$ cat config.mk
export PLATFORM = sky130hd
export DESIGN_NAME = nand_dqs_calib_ctrl
export DESIGN_NICKNAME = d
export VERILOG_FILES = /design/src/rtl/nand_calib_pkg.sv /design/src/rtl/nand_calib_dly_stepper.sv /design/src/rtl/nand_dqs_calib_ctrl.sv
export SDC_FILE = /design/constraint.sdc
export NUM_CORES = 1
export LEC_CHECK = 0
export CAP_MARGIN = 20
export CORE_MARGIN = 2
export CORE_UTILIZATION = 25
export DETAILED_ROUTE_END_ITERATION = 16
export PLACE_DENSITY = 0.5
export SKIP_CTS_REPAIR_TIMING = 1
export SYNTH_ARGS = -nofsm -noshare
export SYNTH_HDL_FRONTEND = slang
export SYNTH_SLANG_ARGS = --single-unit
$ cat constraint.sdc
create_clock -name clk0 -period 2.2 [get_ports clk0]
set_input_delay 0.44 -clock clk0 [delete_from_list [all_inputs] [get_ports clk0]]
set_output_delay 0.44 -clock clk0 [all_outputs]
set_load 0.05 [all_outputs]
$ cat src/rtl/nand_calib_pkg.sv
// -----------------------------------------------------------------------------
// nand_calib_pkg
// Shared definitions for the NAND DQS read-capture calibration sequencer:
// FSM state encoding, tap-width helper, default training patterns and the
// minimum low time between IODELAY tap-change pulses.
// No ports (package).
// -----------------------------------------------------------------------------
package nand_calib_pkg;

   typedef enum logic [3:0] {
      ST_IDLE,
      ST_REWIND,
      ST_SETTLE,
      ST_SAMPLE,
      ST_EVAL,
      ST_STEP,
      ST_CENTER,
      ST_DONE,
      ST_FAIL
   } cal_state_e;

   localparam logic [7:0] DEF_PATTERN_RISE = 8'hA5;
   localparam logic [7:0] DEF_PATTERN_FALL = 8'h5A;

   // Low cycles guaranteed between two consecutive dlyce_dqs pulses.
   localparam int PULSE_GAP = 1;

   // Bits needed to hold taps 0..max_tap.
   function automatic int tap_w(input int max_tap);
      return (max_tap < 1) ? 1 : $clog2(max_tap + 1);
   endfunction

endpackage

$ cat src/rtl/nand_calib_dly_stepper.sv
// -----------------------------------------------------------------------------
// nand_calib_dly_stepper
// Owns the DQS IODELAY tap record and the PHY tap-change pins. A level request
// (inc_req/dec_req) is turned into a single-cycle dlyce_dqs pulse, spaced by at
// least PULSE_GAP low cycles, and never moves the tap past 0 or MAX_TAP.
// tap_cur reflects a pulse in the cycle after it; ack is high in that cycle.
// Ports:
//   clk0, rst0    clock, synchronous active-high reset
//   inc_req       request one increment pulse (level)
//   dec_req       request one decrement pulse (level)
//   dlyce_dqs     tap-change enable pulse to PHY
//   dlyinc_dqs    direction qualifier for dlyce_dqs (1 = increment)
//   ack           tap_cur has just absorbed a pulse
//   tap_cur       current tap record
// -----------------------------------------------------------------------------
module nand_calib_dly_stepper
   import nand_calib_pkg::*;
#(
   parameter int MAX_TAP = 63,
   parameter int TAP_W   = tap_w(MAX_TAP)
) (
   input  logic             clk0,
   input  logic             rst0,
   input  logic             inc_req,
   input  logic             dec_req,
   output logic             dlyce_dqs,
   output logic             dlyinc_dqs,
   output logic             ack,
   output logic [TAP_W-1:0] tap_cur
);

   localparam int GAP_W = (PULSE_GAP < 1) ? 1 : $clog2(PULSE_GAP + 1);
   localparam logic [TAP_W-1:0] TAP_MAX = TAP_W'(MAX_TAP);

   logic             pulse_q, pulse_d;
   logic             dir_q, dir_d;
   logic             ack_q, ack_d;
   logic [GAP_W-1:0] gap_q, gap_d;
   logic [TAP_W-1:0] tap_q, tap_d;
   logic             can_inc, can_dec;

   assign can_inc = (tap_q != TAP_MAX);
   assign can_dec = (tap_q != '0);

   always_comb begin
      // NOTE: every variable gets a default first, so no path leaves a value
      // unassigned and no latch is inferred.
      pulse_d = 1'b0;
      dir_d   = dir_q;
      gap_d   = gap_q;
      tap_d   = tap_q;
      ack_d   = pulse_q;

      if (gap_q != '0) begin
         gap_d = gap_q - GAP_W'(1);
      end

      if (pulse_q) begin
         tap_d = dir_q ? tap_q + TAP_W'(1) : tap_q - TAP_W'(1);
      end else if (gap_q == '0) begin
         // tap_q is up to date here, so the no-wrap test sees the real tap.
         if (inc_req && can_inc) begin
            pulse_d = 1'b1;
            dir_d   = 1'b1;
            gap_d   = GAP_W'(PULSE_GAP);
         end else if (dec_req && can_dec) begin
            pulse_d = 1'b1;
            dir_d   = 1'b0;
            gap_d   = GAP_W'(PULSE_GAP);
         end
      end
   end

   always_ff @(posedge clk0) begin
      // NOTE: state is updated with non-blocking assignments so every flop
      // samples pre-edge values regardless of statement order.
      if (rst0) begin
         pulse_q <= 1'b0;
         dir_q   <= 1'b0;
         ack_q   <= 1'b0;
         gap_q   <= '0;
         tap_q   <= '0;
      end else begin
         pulse_q <= pulse_d;
         dir_q   <= dir_d;
         ack_q   <= ack_d;
         gap_q   <= gap_d;
         tap_q   <= tap_d;
      end
   end

   assign dlyce_dqs  = pulse_q;
   assign dlyinc_dqs = dir_q;
   assign ack        = ack_q;
   assign tap_cur    = tap_q;

endmodule

$ cat src/rtl/nand_dqs_calib_ctrl.sv
// -----------------------------------------------------------------------------
// nand_dqs_calib_ctrl
// Read-capture calibration sequencer for the NAND PHY DQS IODELAY. Rewinds to
// tap 0, then at each tap waits SETTLE_CYC cycles, checks SAMPLE_CNT valid
// training reads against PATTERN_RISE/PATTERN_FALL, tracks the first
// contiguous passing window and finally parks DQS at the window centre.
// Optional build macro: NAND_CALIB_DEBUG_EN adds output pass_map.
// Ports:
//   clk0, rst0            clock, synchronous active-high reset
//   cal_start             one-cycle start request (ignored while busy)
//   rd_valid              rd_data_* carry training data this cycle
//   rd_data_rise/_fall    captured rise/fall data words
//   dlyce_dqs/dlyinc_dqs  IODELAY tap-change pulse and direction
//   cal_busy              calibration running
//   cal_done / cal_fail   result flags, held until next accepted start
//   tap_cur               current DQS tap record
//   win_first / win_last  passing window bounds of the last run
//   pass_map              (debug build only) per-tap pass bits
// -----------------------------------------------------------------------------
module nand_dqs_calib_ctrl
   import nand_calib_pkg::*;
#(
   parameter int                  DQ_WIDTH     = 8,
   parameter int                  MAX_TAP      = 63,
   parameter int                  SETTLE_CYC   = 8,
   parameter int                  SAMPLE_CNT   = 16,
   parameter logic [DQ_WIDTH-1:0] PATTERN_RISE = DQ_WIDTH'(DEF_PATTERN_RISE),
   parameter logic [DQ_WIDTH-1:0] PATTERN_FALL = DQ_WIDTH'(DEF_PATTERN_FALL),
   localparam int                 TAP_W        = tap_w(MAX_TAP)
) (
   input  logic                clk0,
   input  logic                rst0,
   input  logic                cal_start,
   input  logic                rd_valid,
   input  logic [DQ_WIDTH-1:0] rd_data_rise,
   input  logic [DQ_WIDTH-1:0] rd_data_fall,
   output logic                dlyce_dqs,
   output logic                dlyinc_dqs,
   output logic                cal_busy,
   output logic                cal_done,
   output logic                cal_fail,
   output logic [TAP_W-1:0]    tap_cur,
   output logic [TAP_W-1:0]    win_first,
   output logic [TAP_W-1:0]    win_last
`ifdef NAND_CALIB_DEBUG_EN
   ,
   output logic [MAX_TAP:0]    pass_map
`endif
);

   localparam int SETTLE_W = (SETTLE_CYC < 2) ? 1 : $clog2(SETTLE_CYC);
   localparam int SAMPLE_W = (SAMPLE_CNT < 2) ? 1 : $clog2(SAMPLE_CNT);
   localparam logic [SETTLE_W-1:0] SETTLE_LAST = SETTLE_W'(SETTLE_CYC - 1);
   localparam logic [SAMPLE_W-1:0] SAMPLE_LAST = SAMPLE_W'(SAMPLE_CNT - 1);
   localparam logic [TAP_W-1:0]    TAP_MAX     = TAP_W'(MAX_TAP);

   cal_state_e          state_q, state_d;
   logic [SETTLE_W-1:0] settle_q, settle_d;
   logic [SAMPLE_W-1:0] sample_q, sample_d;
   logic                tap_fail_q, tap_fail_d;
   logic                win_open_q, win_open_d;
   logic [TAP_W-1:0]    win_first_q, win_first_d;
   logic [TAP_W-1:0]    win_last_q, win_last_d;
`ifdef NAND_CALIB_DEBUG_EN
   logic [MAX_TAP:0]    pass_map_q, pass_map_d;
`endif

   logic             inc_req, dec_req, step_ack;
   logic             word_bad;
   logic [TAP_W:0]   center_sum;
   logic [TAP_W-1:0] center_tap;

   nand_calib_dly_stepper #(
      .MAX_TAP (MAX_TAP),
      .TAP_W   (TAP_W)
   ) u_stepper (
      .clk0       (clk0),
      .rst0       (rst0),
      .inc_req    (inc_req),
      .dec_req    (dec_req),
      .dlyce_dqs  (dlyce_dqs),
      .dlyinc_dqs (dlyinc_dqs),
      .ack        (step_ack),
      .tap_cur    (tap_cur)
   );

   assign word_bad = (rd_data_rise != PATTERN_RISE) || (rd_data_fall != PATTERN_FALL);

   // One extra bit so first+last cannot overflow before halving.
   assign center_sum = {1'b0, win_first_q} + {1'b0, win_last_q};
   assign center_tap = center_sum[TAP_W:1];

   // Tap moves in REWIND/CENTER are level requests: while a pulse is in flight
   // tap_cur is still the pre-pulse value (never the target), and the stepper
   // ignores the request until tap_cur has caught up.
   always_comb begin
      state_d     = state_q;
      settle_d    = settle_q;
      sample_d    = sample_q;
      tap_fail_d  = tap_fail_q;
      win_open_d  = win_open_q;
      win_first_d = win_first_q;
      win_last_d  = win_last_q;
`ifdef NAND_CALIB_DEBUG_EN
      pass_map_d  = pass_map_q;
`endif
      inc_req     = 1'b0;
      dec_req     = 1'b0;

      unique case (state_q)
         ST_IDLE, ST_DONE, ST_FAIL: begin
            if (cal_start) begin
               state_d     = ST_REWIND;
               win_open_d  = 1'b0;
               win_first_d = '0;
               win_last_d  = '0;
`ifdef NAND_CALIB_DEBUG_EN
               pass_map_d  = '0;
`endif
            end
         end
         ST_REWIND: begin
            if (tap_cur == '0) begin
               state_d    = ST_SETTLE;
               settle_d   = '0;
               tap_fail_d = 1'b0;
            end else begin
               dec_req = 1'b1;
            end
         end
         ST_SETTLE: begin
            if (settle_q == SETTLE_LAST) begin
               state_d  = ST_SAMPLE;
               sample_d = '0;
            end else begin
               settle_d = settle_q + SETTLE_W'(1);
            end
         end
         ST_SAMPLE: begin
            if (rd_valid) begin
               if (word_bad) tap_fail_d = 1'b1;
               if (sample_q == SAMPLE_LAST) state_d = ST_EVAL;
               else                         sample_d = sample_q + SAMPLE_W'(1);
            end
         end
         ST_EVAL: begin
            if (!tap_fail_q) begin
               if (!win_open_q) win_first_d = tap_cur;
               win_last_d = tap_cur;
               win_open_d = 1'b1;
`ifdef NAND_CALIB_DEBUG_EN
               pass_map_d[tap_cur] = 1'b1;
`endif
            end
            if (tap_fail_q && win_open_q) state_d = ST_CENTER;
            else if (tap_cur == TAP_MAX)  state_d = ST_CENTER;
            else                          state_d = ST_STEP;
         end
         ST_STEP: begin
            // Drop the request in the ack cycle so exactly one pulse is issued.
            inc_req = !step_ack;
            if (step_ack) begin
               state_d    = ST_SETTLE;
               settle_d   = '0;
               tap_fail_d = 1'b0;
            end
         end
         ST_CENTER: begin
            if (!win_open_q)                state_d = ST_FAIL;
            else if (tap_cur == center_tap) state_d = ST_DONE;
            else                            dec_req = 1'b1;
         end
         default: state_d = ST_IDLE;
      endcase
   end

   always_ff @(posedge clk0) begin
      if (rst0) begin
         state_q     <= ST_IDLE;
         settle_q    <= '0;
         sample_q    <= '0;
         tap_fail_q  <= 1'b0;
         win_open_q  <= 1'b0;
         win_first_q <= '0;
         win_last_q  <= '0;
`ifdef NAND_CALIB_DEBUG_EN
         pass_map_q  <= '0;
`endif
      end else begin
         state_q     <= state_d;
         settle_q    <= settle_d;
         sample_q    <= sample_d;
         tap_fail_q  <= tap_fail_d;
         win_open_q  <= win_open_d;
         win_first_q <= win_first_d;
         win_last_q  <= win_last_d;
`ifdef NAND_CALIB_DEBUG_EN
         pass_map_q  <= pass_map_d;
`endif
      end
   end

   assign cal_busy  = !(state_q inside {ST_IDLE, ST_DONE, ST_FAIL});
   assign cal_done  = (state_q == ST_DONE);
   assign cal_fail  = (state_q == ST_FAIL);
   assign win_first = win_first_q;
   assign win_last  = win_last_q;
`ifdef NAND_CALIB_DEBUG_EN
   assign pass_map  = pass_map_q;
`endif

endmodule

* Word level (Yosys, flattened, before mapping)
Cells that the tools add are included.
** Word-level totals
- Bits in registers :: 35
- Input port bits :: 20
** Cells by class
- Bitwise operators :: 2
- Eq/ne operators :: 27
- Add/sub/neg operators :: 6
- Multiplexer cells :: 48
- Reduce and logical (&&, ||, !) cells :: 24
** Operator list (count)
- two-way mux 4 bit :: 11
- two-way mux 6 bit :: 5
- one-hot mux 4 bit (7 select lines) :: 1
- one-hot mux 6 bit (2 select lines) :: 2
- != test 2 bit (second input constant) :: 10
- two-way mux 1 bit :: 19
- == test 4 x 3 -> 1 bit (second input constant) :: 4
- AND reduction 4 bit :: 3
- two-way mux 3 bit :: 3
- one-hot mux 3 bit (3 select lines) :: 1
- nonzero test 3 bit :: 3
- == test 4 x 2 -> 1 bit (second input constant) :: 2
- == test 4 bit (second input constant) :: 2
- != test 8 x 7 -> 1 bit (second input constant) :: 1
- != test 8 bit (second input constant) :: 1
- one-hot mux 4 bit (2 select lines) :: 1
- adder 6 x 6 -> 7 bit :: 1
- AND reduction 7 bit :: 1
- adder 6 x 1 -> 6 bit (second input constant) :: 1
- == test 6 bit :: 1
- == test 6 bit (second input constant) :: 1
- zero test 6 bit :: 1
- != test 6 bit (second input constant) :: 1
- AND reduction 3 bit :: 2
- 20 further kinds :: 29

* Logic depth before layout (Yosys ltp)
- Depth after elaboration :: 10
- Gate-level depth with buffers :: 9
- Mapped depth without buffers :: 9

* Cells and area by module
A second synthesis with hierarchy kept.
** Second synthesis, totals
- Cell total of the unflattened synthesis :: 260
- Area, all modules :: 2240.9 um^2
** Modules (own cells, without submodules)
- nand_dqs_calib_ctrl :: sequential area each 500.5 um^2, area each 1709.1 um^2, times used 1, cells each 206
- nand_calib_dly_stepper :: sequential area each 180.2 um^2, area each 531.8 um^2, times used 1, cells each 54

* Worst setup path before layout
Ideal clock, no wire load.
- Path type :: register to register
- From :: reg win_first_q[1], in the netlist win_first[1]
- To :: reg u_stepper.dir_q, in the netlist u_stepper.dlyinc_dqs
- Data arrival time :: 2.370 ns
- Path buffers :: 0
- Stages on the path, launching flop included :: 10
- Data required time :: 2.099 ns
- Clock period less this slack :: 2.471 ns
- Slack :: -0.271 ns
- Setup time :: 0.101 ns
- Cells stage by stage :: dfxtp_1 > inv_1 > fa_1 > nand2b_1 > a21oi_1 > mux2_2 > o21ai_0 > o21a_1 > o21ai_0 > o41ai_1
** On the way
- Cells in the longest elaborated chain, start to end :: 8
** RTL lines
- start: declaration :: RTL line nand_dqs_calib_ctrl.sv:62 : logic [TAP_W-1:0] win_first_q, win_first_d;
- start signal: assignment :: RTL line nand_dqs_calib_ctrl.sv:195 : win_first_q <= win_first_d;
- adder 6 x 6 -> 7 bit :: RTL line nand_dqs_calib_ctrl.sv:90 : assign center_sum = {1'b0, win_first_q} + {1'b0, win_last_q};
- == test 6 bit :: RTL line nand_dqs_calib_ctrl.sv:170 : else if (tap_cur == center_tap) state_d = ST_DONE;
- two-way mux 1 bit :: RTL line nand_dqs_calib_ctrl.sv:170
- two-way mux 1 bit :: RTL line nand_dqs_calib_ctrl.sv:169 : if (!win_open_q) state_d = ST_FAIL;
- one-hot mux 1 bit (2 select lines) :: RTL line nand_dqs_calib_ctrl.sv:110 : unique case (state_q)
- logical AND 1 bit :: RTL line nand_calib_dly_stepper.sv:66 : end else if (dec_req && can_dec) begin
- nonzero test 2 bit (no source line)
- AND reduction 3 bit (no source line)
- end signal: assignment :: RTL line nand_calib_dly_stepper.sv:85 : dir_q <= dir_d;
- end: declaration :: RTL line nand_calib_dly_stepper.sv:36 : logic dir_q, dir_d;
No other way between the ends.
A chain may end at the register's enable or synchronous reset.

* Worst setup path after layout
Same ends and word-level chain as after synthesis.

==> flow_summary.toml <==
[status]
status = "complete, no violations"

[placement]
dp_hpwl_um = 4525
place_congestion = 0.8281
io_buffers = 42

[synth]
synth_most_common_cell = "nor2_1"
ys_types = 48
synth_cells = 279
synth.area.top_cells = "dfxtp_1, nor2_1, ha_1"
synth-edff-count = 0
postSynthAreaPerCell_um2 = 7.817
yosysWarningCount = 0
synth_top_cell_area_share = 0.3121
yosys_most_used_dff = "dfxtp_1"
syn-cell-area_um2 = 2181
synth_nets = 313
yosys.area.top_type = "dfxtp_1"
async_flop_share = 0
synth_seq_cells = 34
ys_top_cells_by_count = "nor2_1, dfxtp_1, nand2_1"
ys_seq_area_frac = 0.3121

[setup_path]
cp_top_family = "compound AO/OA/AOI/OAI gates"
arrival_ps = 2320
critPathMaxStageDelay_ps = 450
cpMaxStageDelayCell = "fa_1"
crit_type = "register to register"
path_max_fanout = 3
crit_path_end_kind = "register"
crit_path_cell_trace = "inv_1 -> fa_1 -> nand2b_1 -> a21oi_2 -> mux2_2 -> o21ai_1 -> o21a_1 -> o21ai_0 -> o41ai_1"
start_kind = "register"
ff2ff_setup_slack_ps = 70
required_ps = 2390
cp_num_buf_inv = 1

[clock_tree]
clock-root-buffer = "clkbuf_8"
clock_latency_ps = 300
cts.htree.levels = 2
cts_tree = "yes"
cts_buffer_depth = 2
cts_buffers = 5
clock_sinks = 34
clk_transition_reported_paths_ps = 80

[timing]
slew_violations = 0
relSlewSlack = 0.4727
fmax_ghz = 0.4689
finalCritPeriodShare = 0.9694
worstMarginPinSlew_ps = 784.9
finClkSkew_ps = 5.291
hold_ws_ps = 464.2
rsz0062_at_grt = "yes"
setup_viol = 0
finalCriticalPeriod_ps = 2133
hold_viol_final = 0

[drt]
wl_per_cell_um = 13.15
via_count = 2189
drtIter0Drc = 68
drcViolationCount = 0
drt-pass1-iter-count = 4
routed_via_density = 4.897
wirelength_um = 5877
final_antenna_net_count = 0

[global_routing]
grt_usage = 0.1248
antenna_found_initial = 0
grt_max_degree = 21
grt.overflow.total = 0
grt_pass1_vias = 2096
grt_pass1_wl_um = 9811

[pwr]
p_int_uw = 1670
p_comb_frac = 0.578
power_density_nw_per_um2 = 1041
swShare = 0.4624
clockPowerShare = 0.156
power_frac_seq = 0.267
ir_drop_v = 0.0004762
power.switching_uw = 1436
p_leak_uw = 0.001175

[finish]
drive_gt1_frac = 0.1652
fin_nets = 372
final_core_util = 0.3473
area_growth_pct = 36.83
antennaDiodeCount = 0

[die]
die_h_um = 97.40
die_w_um = 97.40
io_pins = 43
start_util = 0.2538
coreArea_um2 = 8593
row_count = 34
dieArea_um2 = 9487

[hold_path]
holdCritPathClass = "register to register"

[job]
max-cap-violations = 0
## metrics by stage
step           cell area [um2]  instances  setup WS [ps]  power [uW]  TNS [ps]
2_1_floorplan             2192        279         -50.28        2103    -50.28
3_3_place_gp              2861        437          19.90        2614         0
3_5_place_dp              2861        437         -43.91        2614    -43.91
4_1_cts                   2950        445         -75.04        3109    -75.04
5_1_grt                   2984        447         -81.11        3335    -91.28
6_report                  2984        447          67.33        3107         0
## logic make-up (layout without fill, tap and decap cells)
logic type	count (synthesis)	after routing	share of synthesized area
adders and majority gates	14	14	0.08720
and+or+nand+nor	123	123	0.2742
xor gates and xnor gates	12	12	0.05508
muxes	7	7	0.03328
AOI/OAI and AO/OA	61	61	0.1847
buffers and inverters	28	88	0.05335
DFF	34	34	0.3121
## layer usage
layer	global-route usage	share of wire
met1	0.1650	0.47
met2	0.2011	0.46
met3	0.03165	0.064
met4	0.03739	0.013
met5	0	0
## worst paths after layout
path	from	to	cells past startpoint
setup reg to reg	win_first[1]	u_stepper.dlyinc_dqs	9
hold reg to reg	settle_q[1]	settle_q[1]	2
hold / removal	settle_q[1]	settle_q[1]	2
setup / recovery	win_first[1]	u_stepper.dlyinc_dqs	9
## power groups by stage
stage	logic, uW	registers [uW]	clock network, uW
2_1_floorplan	1140	959	0
3_3_place_gp	1770	843	0
3_5_place_dp	1780	838	0
4_1_cts	1790	824	500
5_1_grt	1980	839	515
6_report	1800	828	483
## final cells by class
class | instances | area, um2
clock inverters | 3 | 20.02
repair buffers | 66 | 613.1
fillers | 901 | 5609
multi-input cells | 217 | 1403
well taps | 108 | 135.1
clock buffers | 5 | 68.82
inverters | 14 | 52.55
flip-flops and latches | 34 | 691.9
## state kept, by name, summed over array words and instances, names as in the netlist
register              flops
u_stepper.dlyce_dqs       1
tap_fail_q                1
win_first                 6
settle_q                  3
win_open_q                1
u_stepper.tap_cur         6
u_stepper.ack             1
state_q                   4
sample_q                  4
win_last                  6
u_stepper.dlyinc_dqs      1
## tightest hold or removal path: cells and delay by family (launching register included)
kind	cells	cell delay, ps
and+or+nand+nor	1	50
DFF	1	320
AOI/OAI and AO/OA	1	50
## cells in the final DEF (no fill, tap or decap), drive strengths merged, types with 8 or more instances in the layout
| cell type | n |
|---|---|
| ha | 12 |
| dfxtp | 34 |
| a21oi | 24 |
| o21ai | 9 |
| nor3 | 16 |
| nand3 | 8 |
| inv | 15 |
| nor2 | 47 |
| buf | 29 |
| clkdlybuf4s50 | 37 |
| nand2 | 25 |
No activity file was read; power rests on OpenSTA's default activity.
